File: config.mk
export PLATFORM = sky130hd
export DESIGN_NAME = adc_sample_store
export DESIGN_NICKNAME = d
export VERILOG_FILES = /design/src/rtl/adc79x8_pkg.sv /design/src/rtl/adc_ch_regfile.sv /design/src/rtl/adc_sample_store.sv
export SDC_FILE = /design/constraint.sdc
export NUM_CORES = 1
export LEC_CHECK = 0
export BUFFER_PORTS_ARGS = -buffer_cell sky130_fd_sc_hd__buf_2
export CORE_MARGIN = 8
export CORE_UTILIZATION = 32
export DETAILED_ROUTE_END_ITERATION = 8
export GPL_TIMING_DRIVEN = 0
export MAX_ROUTING_LAYER = met4
export PLACE_DENSITY = 0.56
export SLEW_MARGIN = 20
export SYNTH_ARGS = -nofsm -noshare
export SYNTH_HDL_FRONTEND = slang
export SYNTH_SLANG_ARGS = --single-unit
File: constraint.sdc
create_clock -name clk -period 2.56 [get_ports clk]
set_input_delay 0.384 -clock clk [delete_from_list [all_inputs] [get_ports clk]]
set_output_delay 0.384 -clock clk [all_outputs]
set_load 0.03 [all_outputs]
File: src/rtl/adc79x8_pkg.sv
// Shared constants and types for the AD79X8 sample store.
// Frame field positions follow the converter's DOUT layout.
package adc79x8_pkg;

  localparam int FRAME_W  = 16;
  localparam int ZERO_BIT = 15;
  localparam int ADD_HI   = 14;
  localparam int ADD_LO   = 12;
  localparam int DATA_MSB = 11;

  typedef logic [2:0] ch_t;

  function automatic int sample_lsb(input int digits);
    return 12 - digits;
  endfunction

endpackage

File: src/rtl/adc_ch_regfile.sv
// Per-channel sample storage with fresh/overrun flags.
// One write port, one registered read port.
module adc_ch_regfile
  import adc79x8_pkg::*;
#(
  parameter int DIGITS   = 8,
  parameter int CHANNELS = 8
) (
  input  logic                clk,
  input  logic                reset,
  input  logic                wr_en,
  input  logic [2:0]          wr_ch,
  input  logic [DIGITS-1:0]   wr_data,
  input  logic                rd_en,
  input  logic [2:0]          rd_ch,
  input  logic                ovr_clr,
  output logic [DIGITS-1:0]   rd_data,
  output logic                rd_valid,
  output logic                rd_fresh,
  output logic                rd_overrun,
  output logic [CHANNELS-1:0] fresh
);

  logic [DIGITS-1:0]   mem [CHANNELS];
  logic [CHANNELS-1:0] overrun;
  logic [CHANNELS-1:0] fresh_nxt;
  logic [CHANNELS-1:0] ovr_nxt;
  logic                same_rd;

  assign same_rd = rd_en && (rd_ch == wr_ch);

  // A write always leaves the channel fresh, even if read this cycle
  always_comb begin
    fresh_nxt = fresh;
    ovr_nxt   = ovr_clr ? '0 : overrun;
    if (rd_en) fresh_nxt[rd_ch] = 1'b0;
    if (wr_en) begin
      fresh_nxt[wr_ch] = 1'b1;
      if (fresh[wr_ch] && !same_rd)
        ovr_nxt[wr_ch] = 1'b1;
    end
  end

  always_ff @(posedge clk) begin
    if (!reset) begin
      for (int i = 0; i < CHANNELS; i++)
        mem[i] <= '0;
      fresh      <= '0;
      overrun    <= '0;
      rd_data    <= '0;
      rd_valid   <= 1'b0;
      rd_fresh   <= 1'b0;
      rd_overrun <= 1'b0;
    end else begin
      rd_valid <= rd_en;
      if (rd_en) begin
        rd_data    <= mem[rd_ch];
        rd_fresh   <= fresh[rd_ch];
        rd_overrun <= overrun[rd_ch];
      end
      if (wr_en) mem[wr_ch] <= wr_data;
      fresh   <= fresh_nxt;
      overrun <= ovr_nxt;
    end
  end

endmodule

File: src/rtl/adc_sample_store.sv
// AD79X8 frame decoder feeding a per-channel sample store,
// with limit alarms, interrupt and accepted-frame counter.
module adc_sample_store
  import adc79x8_pkg::*;
#(
  parameter int DIGITS   = 8,
  parameter int CHANNELS = 8,
  parameter int CNT_W    = 16
) (
  input  logic                clk,
  input  logic                reset,
  input  logic [15:0]         frame_in,
  input  logic                frame_valid,
  input  logic                rd_en,
  input  logic [2:0]          rd_ch,
  output logic [DIGITS-1:0]   rd_data,
  output logic                rd_valid,
  output logic                rd_fresh,
  output logic                rd_overrun,
  input  logic [DIGITS-1:0]   hi_limit,
  input  logic [DIGITS-1:0]   lo_limit,
  input  logic [7:0]          alarm_mask,
  input  logic                status_clr,
  output logic [CHANNELS-1:0] fresh,
  output logic [CHANNELS-1:0] alarm,
  output logic                irq,
  output logic                frame_err,
  output logic [CNT_W-1:0]    frame_cnt
);

  localparam int LSB = sample_lsb(DIGITS);

  logic                accept;
  logic                reject;
  ch_t                 ch;
  logic [DATA_MSB:0]   field;
  logic [DIGITS-1:0]   sample;
  logic                hit;
  logic [CHANNELS-1:0] alarm_nxt;

  assign accept = frame_valid && !frame_in[ZERO_BIT];
  assign reject = frame_valid &&  frame_in[ZERO_BIT];
  assign ch     = frame_in[ADD_HI:ADD_LO];
  assign field  = frame_in[DATA_MSB:0];
  // Low bits below the sample shift out and are discarded
  assign sample = DIGITS'(field >> LSB);
  assign hit    = accept && alarm_mask[ch] &&
                  (sample > hi_limit || sample < lo_limit);

  always_comb begin
    alarm_nxt = status_clr ? '0 : alarm;
    if (hit) alarm_nxt[ch] = 1'b1;
  end

  always_ff @(posedge clk) begin
    if (!reset) begin
      alarm     <= '0;
      irq       <= 1'b0;
      frame_err <= 1'b0;
      frame_cnt <= '0;
    end else begin
      alarm     <= alarm_nxt;
      irq       <= |alarm;
      frame_err <= reject;
      if (accept) frame_cnt <= frame_cnt + CNT_W'(1);
    end
  end

  adc_ch_regfile #(
    .DIGITS   (DIGITS),
    .CHANNELS (CHANNELS)
  ) u_regfile (
    .clk        (clk),
    .reset      (reset),
    .wr_en      (accept),
    .wr_ch      (ch),
    .wr_data    (sample),
    .rd_en      (rd_en),
    .rd_ch      (rd_ch),
    .ovr_clr    (status_clr),
    .rd_data    (rd_data),
    .rd_valid   (rd_valid),
    .rd_fresh   (rd_fresh),
    .rd_overrun (rd_overrun),
    .fresh      (fresh)
  );

endmodule
==> results of run 1 <==
-- logic make-up after synthesis --
| family | share of synthesized area (%) |
|---|---|
| multiplexers | 10.81 |
| AND/OR/NAND/NOR | 16.94 |
| flip-flops | 52.58 |
| adder cells (fa/ha/maj) | 3.529 |
| XOR/XNOR | 2.316 |
| AO/OA/AOI/OAI | 9.595 |
| buffers and inverters | 4.234 |
-- per-layer routing --
layer  track usage (%)  share of wire (%)  wire length (um)  vias up
li1                  -                  -                 -     1991
met1             17.87                 45              6824     2075
met4             5.553                1.3               192        0
met3             2.791                4.9               735       16
met2             22.90                 49              7387      124
met5                 -                  0                 0        -
-- metrics by stage --
stage | power [mW] | util (%) | std cells
final | 4.912 | 40.26 | 822
after global routing | 5.089 | 40.26 | 822
after CTS | 4.957 | 40.26 | 822
after detailed placement | 2.600 | 36.86 | 790
after global placement | 2.582 | 36.83 | 790
after floorplan | 2.422 | - | 482
-- cell type report --
| class | count | area (um2) | share of cell area, % |
|---|---|---|---|
| multi-input combinational | 312 | 2455 | 35.25 |
| sequential | 117 | 2983 | 42.83 |
| timing repair buffer | 83 | 415.4 | 5.965 |
| clock buffer | 17 | 425.4 | 6.109 |
| buffer | 33 | 165.2 | 2.372 |
| inverter | 20 | 75.07 | 1.078 |
| clock inverter | 15 | 163.9 | 2.354 |
| tap | 225 | 281.5 | 4.042 |
-- registers in the layout, indices dropped and copies added (netlist names) --
register	count
u_regfile.mem	64
frame_cnt	16
alarm	8
u_regfile.fresh	8
u_regfile.overrun	8
u_regfile.rd_data	8
frame_err	1
irq	1
u_regfile.rd_fresh	1
u_regfile.rd_overrun	1
u_regfile.rd_valid	1
-- path summary, 6_finish.rpt --
| path | startpoint | endpoint | slack, ns | depth (start not counted) |
|---|---|---|---|---|
| setup / recovery | frame_in[4] | alarm[2] | 0.60 | 8 |
| hold / removal | frame_valid | frame_err | 0.22 | 2 |
| setup reg to reg | u_regfile.fresh[6] | u_regfile.overrun[2] | 0.85 | 4 |
| hold reg to reg | u_regfile.rd_data[0] | u_regfile.rd_data[0] | 0.47 | 1 |
-- critical path: stages --
cell,delay (ns)
buf_2,0.09
clkinv_1,0.24
ha_1,0.39
nand4_1,0.08
nor2_1,0.18
a21oi_1,0.10
o32ai_2,0.62
o21ai_1,0.15
-- cells in the final DEF (no fill, tap or decap), drive strengths merged, types with 5 or more instances in the layout --
master	n
and3	48
dfxtp	53
edfxtp	64
xnor2	7
nor3	9
o21ai	17
nand4	5
nor2	14
nor2b	7
clkinv	10
clkbuf	35
xor2	8
and2	24
o311ai	5
nand2	45
a32o	5
a21boi	5
o31ai	5
nand2b	5
mux4	21
buf	97
mux2i	14
ha	16
o211a	10
or3	8
nand3	7
inv	19
-- power by group --
group          leakage [nW]  switching (mW)  internal, mW  total, mW
Sequential             1.04          0.0296          2.06       2.09
Combinational          1.74           0.286         0.177      0.463
Clock                 0.286           0.842          1.51       2.36
Total                  3.07            1.16          3.75       4.91
==> impl_metrics.py, run 1 <==
metrics = {
    "outcome": {
        "status": "completed",
    },
    "synth": {
        "synthCells": 482,
        "synth-edff-count": 64,
        "avgSynthCellArea_um2": 11.77,
        "synth_top_cell_by_area": "edfxtp_1",
        "netlist_area_mm2": 0.005673,
        "ys.flop_type": "edfxtp_1",
        "yosysSeqAreaShare_pct": 52.58,
        "ys_top_cells_by_count": "64 x edfxtp_1, 53 x dfxtp_1, 48 x and3_1",
        "synthDistinctLibCells": 54,
        "syn-num-nets": 546,
        "yosysMostFrequentCell": "edfxtp_1",
        "synthArstFlopShare_pct": 0,
        "netlist.area_leader.share_pct": 33.88,
        "ys_ff_latch": 117,
        "ys_warn_count": 0,
        "synthTopCellsByArea": "edfxtp_1 34%, dfxtp_1 19%, mux4_2 8.3%, and3_1 5.3%, ha_1 3.5%",
    },
    "global_routing": {
        "antenna_found_initial": 0,
        "grt_util_all_layers_pct": 14.42,
        "grt_pass1_wl_um": 24130,
        "grt_max_degree": 17,
        "grt_overflow": 0,
        "grt_pass1_vias": 4413,
    },
    "finish": {
        "fillCellCount": 1688,
        "stdcell_area_mm2": 0.006964,
        "drive_above_1_share_pct": 27.14,
        "antenna_cells": 0,
        "area_growth_pct": 22.76,
        "nets": 648,
    },
    "placed_design": {
        "post_dp_cell_area_mm2": 0.006375,
        "place_hpwl_um": 11500,
        "place_congestion": 0.8037,
        "port_buffers": 83,
        "dpl_worst_slack_ns": 0.1551,
    },
    "clock_network": {
        "cts.sinks": 117,
        "cts_root_buf": "clkbuf_16",
        "cts_tree": "yes",
        "clock_path_buffers": 2,
        "clk_pin_slew_ns": 0.05,
        "cts_hold_buf": 0,
        "post_cts_resized": 0,
        "h-tree-depth": 4,
        "numCtsBuffers": 17,
        "cts_setup_buffers": 0,
        "clk_latency_ns": 0.41,
    },
    "routing": {
        "drcViolationCount": 0,
        "wl_per_cell_um": 18.42,
        "ant_nets": 0,
        "first_pass_iters": 4,
        "vias_per_cell": 5.117,
        "route.vias.total": 4206,
        "first_iter_violations": 271,
        "drt_wl_total_um": 15140,
    },
    "timing": {
        "hold_viol": 0,
        "setup_slack_ns": 0.5966,
        "fin_crit_sh_pct": 76.70,
        "min_period_ns": 1.963,
        "fin_worst_skew_ns": 0.01124,
        "final.hold.worst_slack_ns": 0.2221,
        "timing.fmax_mhz": 509.3,
        "setup_tns_ns": 0,
        "slew_viol_final": 0,
        "max_slew.worst_pin.slew_ns": 0.9256,
        "maxSlewHeadroom_pct": 37.88,
        "rsz0062_at_grt": "no",
        "setup_violations": 0,
    },
    "floorplan": {
        "die_h_um": 149.1,
        "io_pins": 93,
        "num_rows": 48,
        "initial_core_util_pct": 32.80,
        "die_area_mm2": 0.02224,
        "die_w_um": 149.1,
        "core_area_mm2": 0.01730,
    },
    "power_and_ir_drop": {
        "p_leak_nw": 3.066,
        "p_per_area_mw_per_mm2": 705.3,
        "ir_drop_v": 0.0003908,
    },
    "worst_setup_path": {
        "worst_setup_path_start_kind": "input port",
        "critPathKind": "input port to flip-flop",
        "crit_path_max_fanout": 9,
        "worstPathRequired_ns": 2.83,
        "worstPathArrival_ns": 2.24,
        "endpoint_kind": "flip-flop",
    },
    "min_path": {
        "hp-class": "input port to flip-flop",
    },
    "run": {
        "maxCapViolCount": 0,
    },
}
Power figures use the tool's default switching activity.
==> run 2, diff against run 1 <==
--- a/config.mk
+++ b/config.mk
@@ -11,7 +11,7 @@
 export DETAILED_ROUTE_END_ITERATION = 8
 export GPL_TIMING_DRIVEN = 0
 export MAX_ROUTING_LAYER = met4
-export PLACE_DENSITY = 0.56
+export PLACE_DENSITY = 0.58
 export SLEW_MARGIN = 20
 export SYNTH_ARGS = -nofsm -noshare
 export SYNTH_HDL_FRONTEND = slang
==> constraint.sdc (replaced) <==
create_clock -name clk -period 1.6 [get_ports clk]
set_input_delay 0.24 -clock clk [delete_from_list [all_inputs] [get_ports clk]]
set_output_delay 0.24 -clock clk [all_outputs]
set_load 0.03 [all_outputs]
==> impl_metrics.py, run 2 (synthesis gave the netlist of run 1 again) <==
metrics = {
    "timing": {
        "fin_worst_skew_ns": 0.01036,
        "fin_crit_sh_pct": 97.46,
        "maxSlewHeadroom_pct": 49.88,
        "min_period_ns": 1.559,
        "hold_viol": 0,
        "max_slew.worst_pin.slew_ns": 0.7468,
        "rsz0062_at_grt": "no",
        "slew_viol_final": 0,
        "timing.fmax_mhz": 641.3,
        "setup_violations": 0,
    },
    "finish": {
        "nets": 653,
        "largest_reg_flops": 64,
        "final_common_cell": "buf_2",
        "antenna_cells": 0,
        "final_util_pct": 41.46,
        "area_growth_pct": 26.40,
        "fillCellCount": 1655,
        "regMostFlops": "u_regfile.mem",
        "top_regs": "u_regfile.mem: 64 flops, frame_cnt: 16 flops",
        "final_cell_mix": "88 x buf_2, 64 x edfxtp_1, 48 x and3_1",
        "ff_latch_area_mm2": 0.002995,
        "multiInputGateArea_mm2": 0.002547,
        "drive_above_1_share_pct": 32.28,
    },
    "floorplan": {
        "die_w_um": 149.1,
        "die_area_mm2": 0.02224,
        "num_rows": 48,
        "initial_core_util_pct": 32.80,
        "core_area_mm2": 0.01730,
        "die_h_um": 149.1,
        "io_pins": 93,
    },
    "clock_network": {
        "cts.sinks": 117,
        "cts_tree": "yes",
        "cts_hold_buf": 0,
        "h-tree-depth": 4,
        "numCtsBuffers": 17,
        "clock_path_buffers": 2,
        "cts_root_buf": "clkbuf_16",
        "clk_latency_ns": 0.41,
        "clk_pin_slew_ns": 0.06,
    },
    "global_routing": {
        "grt_use_met2_pct": 24.05,
        "grt_util_all_layers_pct": 14.49,
        "grt_max_degree": 17,
        "met1_usage_pct": 16.77,
        "grt_overflow": 0,
        "grt_pass1_vias": 4478,
        "antenna_found_initial": 0,
        "grt_pass1_wl_um": 23960,
        "top_usage_layer": "met2",
        "use_met3_pct": 3.428,
    },
    "worst_setup_path": {
        "ff2ff_path_depth": 5,
        "critPathKind": "input port to flip-flop",
        "endpoint_kind": "flip-flop",
        "rr_endpoint": "frame_cnt[15]",
        "worst_setup_path_start_kind": "input port",
        "r2r_slack_ns": 0.10,
        "worstPathArrival_ns": 1.87,
        "crit_path_max_fanout": 10,
        "r2r_start": "frame_cnt[7]",
        "worstPathRequired_ns": 1.91,
    },
    "min_path": {
        "hp-start": "frame_valid",
        "holdPathStages": 2,
        "hp-class": "input port to flip-flop",
        "min_to": "frame_err",
    },
    "routing": {
        "first_iter_violations": 275,
        "drcViolationCount": 0,
        "drt_wl_total_um": 15390,
        "ant_nets": 0,
        "first_pass_iters": 5,
        "vias_per_cell": 5.108,
        "wl_per_cell_um": 18.63,
        "route.vias.total": 4219,
    },
    "outcome": {
        "status": "completed",
    },
    "placed_design": {
        "port_buffers": 83,
        "place_hpwl_um": 11660,
        "place_congestion": 0.8152,
    },
    "power_and_ir_drop": {
        "p_leak_nw": 3.141,
        "ir_drop_v": 0.0006039,
        "finalPower_mw": 8.089,
        "p_per_area_mw_per_mm2": 1128,
    },
    "run": {
        "maxCapViolCount": 0,
    },
}
run 2: changes by cell type in the layout (fill, tap and decap cells not counted), sizes merged:
cell,delta
inv,+1
clkinv,-4
bufinv,+1
clkbuf,+2
buf,+4
run 2: what timing repair did:
action	4_1_cts	5_1_grt
pin swaps	3	2
gates resized for setup	9	18
endpoints found under the setup margin	68	55
buffers inserted	2	2
run 2: worst max path at each step:
| stage | startpoint | cells after the start | end |
|---|---|---|---|
| floorplan | frame_in[13] | 4 | u_regfile.mem[1][0] |
| detailed placement | reset | 4 | u_regfile.mem[6][6] |
| CTS | frame_cnt[0] | 4 | frame_cnt[8] |
| global route | frame_cnt[0] | 5 | frame_cnt[13] |
| finish | frame_in[9] | 8 | alarm[6] |
| global placement | frame_in[13] | 4 | u_regfile.mem[1][6] |
run 2: area by class of cell:
type,count,share of cell area [%]
timing repair buffer,88,6.700
inverter,20,1.064
buffer,33,2.478
multi-input combinational,312,35.53
tap,225,3.926
clock inverter,13,2.548
clock buffer,18,5.985
sequential,117,41.77
run 2: critical path, stage by stage:
cell	delay [ns]
buf_2	0.16
ha_1	0.30
and3_1	0.16
a221oi_2	0.27
o31a_1	0.25
o32ai_4	0.12
buf_12	0.16
o31ai_1	0.20
run 2: report_power, final:
part,leakage [nW],total (mW),switching [mW],internal [mW]
clock network,0.290,3.94,1.35,2.59
registers,1.05,3.35,0.0500,3.30
logic,1.80,0.795,0.473,0.322
run 2: through the flow:
step                      hold WS, ns  cell area [um2]  setup WS (ns)  setup TNS, ns  cells
after detailed placement       0.4610             6410        -0.6579         -55.65    791
after global placement         0.4490             6397        -0.8834         -62.13    790
after floorplan                0.3859             5700        -0.1453         -3.920    482
after CTS                     0.07680             7104       0.003204              0    824
final                         0.09950             7171        0.04059              0    826
after global routing          0.09638             7171       0.005993              0    826
run 2: metal layers:
metal	wire, um	share of wire [%]
met1	6439	42
met2	7798	51
met3	977	6.3
met4	174	1.1
met5	0	0
==> run 3, diff against run 2 <==
--- a/config.mk
+++ b/config.mk
@@ -12,6 +12,7 @@
 export GPL_TIMING_DRIVEN = 0
 export MAX_ROUTING_LAYER = met4
 export PLACE_DENSITY = 0.58
+export REMOVE_ABC_BUFFERS = 1
 export SLEW_MARGIN = 20
 export SYNTH_ARGS = -nofsm -noshare
 export SYNTH_HDL_FRONTEND = slang
==> impl_metrics.py, run 3 (synthesis gave the netlist of run 1 again) <==
metrics = {
    "finish": {
        "regMostFlops": "u_regfile.mem",
        "multiInputGateArea_mm2": 0.002591,
        "final_cell_mix": "84 x buf_2, 64 x edfxtp_1, 47 x and3_1",
        "drive_above_1_share_pct": 32.46,
        "stdcell_area_mm2": 0.006968,
        "nets": 624,
        "top_regs": "u_regfile.mem: 64 flops, frame_cnt: 16 flops",
        "antenna_cells": 0,
        "fillCellCount": 1667,
        "final_common_cell": "buf_2",
        "largest_reg_flops": 64,
        "ff_latch_area_mm2": 0.002995,
        "area_growth_pct": 22.83,
    },
    "timing": {
        "timing.fmax_mhz": 643.0,
        "setup_violations": 0,
        "fin_worst_skew_ns": 0.007331,
        "slew_viol_final": 0,
        "min_period_ns": 1.555,
        "hold_viol": 0,
        "maxSlewHeadroom_pct": 56.62,
        "max_slew.worst_pin.slew_ns": 0.6507,
        "setup_slack_ns": 0.04491,
        "final.hold.worst_slack_ns": 0.09720,
        "setup_tns_ns": 0,
        "fin_crit_sh_pct": 97.19,
    },
    "routing": {
        "ant_nets": 0,
        "wl_per_cell_um": 17.97,
        "first_pass_iters": 7,
        "first_iter_violations": 290,
        "vias_per_cell": 5.110,
        "route.vias.total": 4078,
        "drcViolationCount": 0,
        "drt_wl_total_um": 14340,
    },
    "run": {
        "maxCapViolCount": 0,
    },
    "worst_setup_path": {
        "worstPathArrival_ns": 1.85,
        "ff2ff_path_depth": 5,
        "critPathKind": "flip-flop to flip-flop",
        "crit_path_max_fanout": 6,
        "worst_setup_path_start_kind": "flip-flop",
        "endpoint_kind": "flip-flop",
        "worstPathRequired_ns": 1.90,
    },
    "placed_design": {
        "port_buffers": 88,
        "post_dp_cell_area_mm2": 0.006237,
        "dpl_worst_slack_ns": -0.8384,
        "place_congestion": 0.7976,
        "place_hpwl_um": 10120,
    },
    "power_and_ir_drop": {
        "p_per_area_mw_per_mm2": 1077,
        "p_leak_nw": 3.034,
        "ir_drop_v": 0.0008102,
        "finalPower_mw": 7.504,
    },
    "floorplan": {
        "die_h_um": 149.1,
        "die_w_um": 149.1,
        "core_area_mm2": 0.01730,
        "num_rows": 48,
        "die_area_mm2": 0.02224,
        "io_pins": 93,
        "initial_core_util_pct": 32.80,
    },
    "global_routing": {
        "grt_max_degree": 51,
        "grt_pass1_wl_um": 22370,
        "grt_overflow": 0,
        "antenna_found_initial": 0,
        "grt_util_all_layers_pct": 13.29,
        "grt_pass1_vias": 4073,
    },
    "clock_network": {
        "cts_hold_buf": 0,
        "clk_latency_ns": 0.40,
        "clk_pin_slew_ns": 0.06,
        "cts_root_buf": "clkbuf_16",
        "numCtsBuffers": 17,
        "clock_path_buffers": 2,
        "cts.sinks": 117,
        "cts_tree": "yes",
        "h-tree-depth": 4,
    },
    "outcome": {
        "status": "completed",
    },
    "min_path": {
        "holdPathStages": 2,
        "hp-class": "input port to flip-flop",
    },
}
[run 3: cell count changes in the layout (fill, tap and decap cells not counted), moves of 3 or more]
| cell | change |
|---|---|
| clkbuf_1 | -9 |
| bufinv_16 | -3 |
| o21ai_1 | -3 |
| clkinv_2 | +4 |
| o21ai_2 | +3 |
| clkbuf_2 | -6 |
| buf_4 | -4 |
| buf_2 | -4 |
[run 3: repair_timing]
action                     4_1_cts  5_1_grt
buffers inserted                 4        0
setup endpoints to repair      144       83
resized for setup               20       24
cloned                           0        0
pin swaps                        4        3
[run 3: metrics by stage]
stage	util, %	cells
2_1_floorplan	-	449
3_3_place_gp	36.02	762
3_5_place_dp	36.06	762
4_1_cts	39.86	798
5_1_grt	40.29	798
6_report	40.29	798
[run 3: report_power, final]
part	total (mW)	internal, mW	switching, mW	leakage [nW]
logic	0.757	0.298	0.458	1.73
clock network	3.40	2.11	1.29	0.254
registers	3.35	3.30	0.0451	1.05
total	7.50	5.71	1.80	3.03
[run 3: worst max-delay path, cell delays in order, from the launching register on]
cell and delay [ns]:
dfxtp_2 0.37, nand3_1 0.09, or3_4 0.42, nor4_4 0.30
xor2_1 0.10, and2_1 0.17
[run 3: worst paths after layout]
| path | start | to | slack (ns) |
|---|---|---|---|
| worst min-delay path | frame_valid | frame_err | 0.1 |
| worst max register to register | frame_cnt[3] | frame_cnt[15] | 0.04 |
| worst min register to register | u_regfile.overrun[6] | u_regfile.overrun[6] | 0.47 |
| worst max-delay path | frame_cnt[3] | frame_cnt[15] | 0.04 |
[run 3: area by class of cell]
type | instances | area share [%]
sequential | 117 | 42.99
multi-input combinational | 312 | 37.19
timing repair buffer | 92 | 7.129
clock buffer | 21 | 6.321
tap | 225 | 4.040
clock inverter | 11 | 1.239
inverter | 20 | 1.095
[run 3: metal layers]
layer,GRT usage [%],part of all wire [%]
met1,16.12,44
met2,21.92,51
met3,2.215,3.7
met4,4.796,1.2
met5,-,0
